## config.mk

```make
export PLATFORM = sky130hd
export DESIGN_NAME = mul_unit
export DESIGN_NICKNAME = d
export VERILOG_FILES = /design/src/rtl/mul_unit.sv
export SDC_FILE = /design/constraint.sdc
export NUM_CORES = 1
export LEC_CHECK = 0
export ABC_CLOCK_PERIOD_IN_PS = 7100
export CAP_MARGIN = 20
export CORE_MARGIN = 4
export CORE_UTILIZATION = 35
export DETAILED_ROUTE_END_ITERATION = 10
export GPL_TIMING_DRIVEN = 0
export SLEW_MARGIN = 20
export SYNTH_ARGS = -nofsm -noshare
export SYNTH_HDL_FRONTEND = slang
export SYNTH_SLANG_ARGS = --single-unit
```

## constraint.sdc

```tcl
create_clock -name clk -period 7.1 [get_ports clk]
set_clock_uncertainty 0.2 [all_clocks]
set_input_delay 0.71 -clock clk [delete_from_list [all_inputs] [get_ports clk]]
set_output_delay 0.71 -clock clk [all_outputs]
set_load 0.005 [all_outputs]
```

## src/rtl/mul_unit.sv

```systemverilog
// mul_unit: iterative unsigned shift-add multiplier with a 2*WIDTH-bit
// multiply-accumulate register. One start cycle in IDLE, WIDTH RUN cycles
// (one multiplier bit per cycle), then a single DONE cycle that strobes the result.
module mul_unit #(
    parameter int WIDTH = 16
) (
    input  logic             clk,
    input  logic             rst,
    input  logic             mul_en,
    input  logic             mul_msb,
    input  logic             mul_acc,
    input  logic             mul_rst,
    input  logic [WIDTH-1:0] op_a,
    input  logic [WIDTH-1:0] op_b,
    output logic             stall,
    output logic             done,
    output logic             wr_hi,
    output logic [WIDTH-1:0] prod_lo,
    output logic [WIDTH-1:0] prod_hi
);

    localparam int PW = 2 * WIDTH;
    localparam int CW = $clog2(WIDTH);

    typedef enum logic [1:0] {
        IDLE = 2'd0,
        RUN  = 2'd1,
        DONE = 2'd2
    } state_t;

    state_t          state;
    state_t          state_nxt;

    logic [PW-1:0]   mcand;       // multiplicand, shifted left each step
    logic [WIDTH-1:0] mplier;     // multiplier, shifted right each step
    logic [PW-1:0]   partial;     // running partial product
    logic [PW-1:0]   acc;         // MAC accumulator, survives mul_rst
    logic [CW-1:0]   count;
    logic            msb_q;       // latched mul_msb
    logic            acc_q;       // latched mul_acc (only meaningful with mul_msb)
    logic [WIDTH-1:0] res_lo;
    logic [WIDTH-1:0] res_hi;

    logic            start;
    logic            last_step;
    logic [PW-1:0]   partial_nxt;
    logic [PW-1:0]   mac_sum;

    assign start       = (state == IDLE) && mul_en && !mul_rst;
    assign last_step   = (state == RUN) && (count == CW'(WIDTH - 1));
    assign partial_nxt = partial + (mplier[0] ? mcand : '0);
    assign mac_sum     = acc + partial_nxt;

    // Next-state logic; mul_rst forces IDLE from any state.
    // NOTE: every signal written in always_comb gets a default first, otherwise a latch is inferred.
    always_comb begin
        state_nxt = state;
        unique case (state)
            IDLE:    if (start) state_nxt = RUN;
            RUN:     if (last_step) state_nxt = DONE;
            DONE:    state_nxt = IDLE;
            default: state_nxt = IDLE;
        endcase
        if (mul_rst) state_nxt = IDLE;
    end

    // State register.
    // NOTE: sequential state uses non-blocking (<=) so all flops update from pre-edge values.
    always_ff @(posedge clk) begin
        if (rst) state <= IDLE;
        else     state <= state_nxt;
    end

    // Datapath: operand capture on start, one shift-add step per RUN cycle,
    // result/accumulator load on the final step; an abort leaves acc and results alone.
    always_ff @(posedge clk) begin
        if (rst) begin
            mcand   <= '0;
            mplier  <= '0;
            partial <= '0;
            acc     <= '0;
            count   <= '0;
            msb_q   <= 1'b0;
            acc_q   <= 1'b0;
            res_lo  <= '0;
            res_hi  <= '0;
        end else if (start) begin
            mcand   <= {{WIDTH{1'b0}}, op_a};
            mplier  <= op_b;
            partial <= '0;
            count   <= '0;
            msb_q   <= mul_msb;
            acc_q   <= mul_msb & mul_acc;
        end else if (state == RUN && !mul_rst) begin
            partial <= partial_nxt;
            mcand   <= mcand << 1;
            mplier  <= mplier >> 1;
            count   <= count + CW'(1);
            if (last_step) begin
                if (acc_q) begin
                    acc    <= mac_sum;
                    res_lo <= mac_sum[WIDTH-1:0];
                    res_hi <= mac_sum[PW-1:WIDTH];
                end else begin
                    res_lo <= partial_nxt[WIDTH-1:0];
                    // Truncated mode forces the high half to zero at load time so
                    // prod_hi stays a plain register that holds between results.
                    res_hi <= msb_q ? partial_nxt[PW-1:WIDTH] : '0;
                end
            end
        end
    end

    // Output decode: stall covers the start cycle and all of RUN, not DONE.
    always_comb begin
        stall   = start || (state == RUN);
        done    = (state == DONE);
        wr_hi   = (state == DONE) && msb_q;
        prod_lo = res_lo;
        prod_hi = res_hi;
    end

endmodule

```

==> key figures <==
Final layout
  – Antenna Cells: 0
  – Area delta synth->final: 19.16%
  – Fin nets: 1384
  – Layout cells sized above 1: 3.483%
  – Non-Filler Instances: 1622

STA
  – Fin. max-slew vios: 0
  – Final period util: 87.88%
  – Final hold violations: 0
  – Relative slew slack: 33.28%
  – Highest clock rate: 160.3 MHz
  – Crit path time final: 6.240 ns
  – Final setup vio count: 0
  – RSZ-0062 raised after global routing: false
  – Slew @ Worst Pin: 1.001 ns
  – Fin Setup TNS: 0 ns

Clock network
  – Clock Sinks: 152
  – Setup Buffers After CTS: 0
  – Clock buffer depth: 2
  – Num CTS Buffers: 17
  – TritonCTS clock tree: done
  – H-tree levels: 4
  – Clk root buf: clkbuf_16
  – Hold buffer count at CTS: 0
  – Clk slew on worst S/H paths: 0.07 ns
  – Worst skew pair latency: 0.43 ns
  – Post-CTS sizing: 0

Die
  – Rows: 58
  – Starting Density: 36.00%
  – Area of the core: 25470 um2
  – Die area: 28850 um2
  – Die X: 169.9 um
  – IO Count: 73
  – Die Span Y: 169.9 um

Setup path
  – CP Buf/Inv Count: 3
  – Slowest CP cell: o31ai_1
  – Crit-path max FO: 10
  – CP Class: flip-flop to flip-flop
  – Crit path cell chain: clkbuf_1 > and2_1 > ha_1 > inv_1 > fa_1 > nor2b_1 > o211ai_1 > a211oi_1 > o21a_1 > o21ai_0 > a21oi_1 > xor2_1 > ha_1 > clkbuf_1 > nand2_1 > nor3_1 > a22oi_1 > nand3_1 > o31ai_1 > o41ai_1 > xor2_1 > a221oi_1 > nor3_1
  – Setup crit end kind: flip-flop
  – Crit path DAT: 6.33 ns
  – Required @ worst endpoint: 7.19 ns
  – CP delay by family, top: compound AO/OA/AOI/OAI gates
  – Setup crit start kind: flip-flop
  – CP peak stage delay: 0.67 ns

Yosys
  – Synth Flop Type: dfxtp_1
  – Syn avg cell area: 7.719 um2
  – Register bit total from synthesis: 152
  – Yosys cell types: 59
  – Post-synth design cell area: 9170 um2
  – Yosys warning count: 0
  – Async SR Flop Fraction: 0%
  – Mapped Nets: 1293
  – Seq/Total Area, Yosys: 33.18%
  – Mapped Cells: 1188
  – Post-synth EDFFs: 0

Placed design
  – Port Buffers: 72
  – Placed Cells incl. Taps: 1590
  – Routability cong.: 0.9339
  – DP HPWL: 22.16 mm

GRT
  – GRT overflow: 0
  – Largest net degree at the start of global routing: 17
  – Total track usage: 20.20%
  – First-pass GRT wire length: 46.42 mm
  – Initial antenna violation count: 0
  – Vias in the first global route: 8654

Routing
  – Vias post-DR: 8790
  – DRC viols: 0
  – DRT Pass-1 Iters: 5
  – Total wire length: 29.24 mm
  – Post-route ant nets: 0
  – Initial DRC Count: 477
  – DR vias/cell: 5.419
  – DR WL/cell: 18.03 um

Worst hold path
  – Worst Hold Class: flip-flop to flip-flop

Pwr
  – Max IR drop VDD: 0.0001302 V
  – Lkg Pwr: 0.004195 uW
  – Pwr/cell area: 177.3 nW/um2

Run
  – Maxcap violations: 0

Status
  – Status: finished, final reports clean
[state kept, by name, summed over array words and instances (netlist names)]
signal	flops
partial	32
acc_q	1
msb_q	1
prod_lo	16
acc	32
mcand	32
prod_hi	16
state	2
count	4
mplier	16
[kinds of logic after synthesis]
group / after synthesis / synth area share, %
xor gates and xnor gates: 57 / 5.444
buffers and inverters: 88 / 3.616
adders and majority gates: 67 / 9.306
and+or+nand+nor: 443 / 21.31
AOI/OAI and AO/OA: 373 / 26.27
DFF: 152 / 33.18
muxes: 8 / 0.8733
[through the flow]
stage               utilization, %  total power, uW  cell area [um2]  hold WS (ns)  setup WS [ns]
global placement             40.45            996.6            10300        0.2443         0.9096
global route                 42.90             1998            10930        0.2785         0.3121
detailed placement           40.45            997.8            10300        0.2471         0.8717
finish                       42.90             1937            10930        0.2556         0.8603
CTS                          42.90             1960            10930        0.2551         0.8833
floorplan                        -            943.0             9170        0.2360          2.067
[worst min-delay path, stage by stage (launching register included)]
cell and delay (ns):
dfxtp_1 0.31, nand2_1 0.05, a21oi_1 0.05
[Yosys cell counts, drive strengths merged, types with 27 or more instances]
cell type | instances | area [um2]
a21oi | 160 | 800.8
xnor2 | 31 | 271.5
clkbuf | 61 | 229.0
a211oi | 30 | 230.2
dfxtp | 152 | 3043
o21ai | 34 | 170.2
a22oi | 36 | 270.3
a21o | 27 | 202.7
nor2 | 90 | 337.8
ha | 65 | 813.3
nand2 | 222 | 833.3
and2 | 39 | 244.0
[final cells by class]
class,instances,area (um2)
fill,2592,14550
multi-input combinational,948,5796
sequential,152,3043
timing repair buffer,72,720.7
clock buffer,19,452.9
tap,330,412.9
buffer,70,264.0
clock inverter,13,170.2
inverter,18,67.56
[routing by layer]
layer	vias to the layer above	share of wire [%]	GRT usage [%]
li1	4438	-	-
met1	4073	47	27.59
met2	238	45	33.09
met3	41	5.3	3.484
met4	0	2.1	5.425
met5	-	0	0
[path summary, 6_finish.rpt]
check	from	endpoint	slack, ns	depth (start not counted)
hold reg to reg	mplier[7]$_SDFFE_PP0P_	mplier[7]$_SDFFE_PP0P_	0.26	2
setup / recovery	mplier[0]$_SDFFE_PP0P_	prod_hi[14]$_SDFFE_PP0P_	0.86	23
setup reg to reg	mplier[0]$_SDFFE_PP0P_	prod_hi[14]$_SDFFE_PP0P_	0.86	23
hold / removal	mplier[7]$_SDFFE_PP0P_	mplier[7]$_SDFFE_PP0P_	0.26	2
[cell usage in the layout, fill, tap and decap left out, drive strengths merged, types with 11 or more instances in the layout]
master,count
a31oi,13
xor2,26
nand2,222
and2,39
xnor2,31
clkbuf,80
clkdlybuf4s50,72
nor2,90
a211oi,30
a22oi,36
a21o,27
nand4,11
nor3,26
nand3,16
dfxtp,152
a21oi,160
o21ai,34
ha,65
inv,20
[where the power goes]
part	switching, uW	total, uW	leakage [uW]	internal, uW
Clock	383	958	0.000296	575
Sequential	7.94	871	0.00123	863
Combinational	68.0	108	0.00267	39.9
Total	459	1940	0.00420	1480
Power figures use the tool's default switching activity.
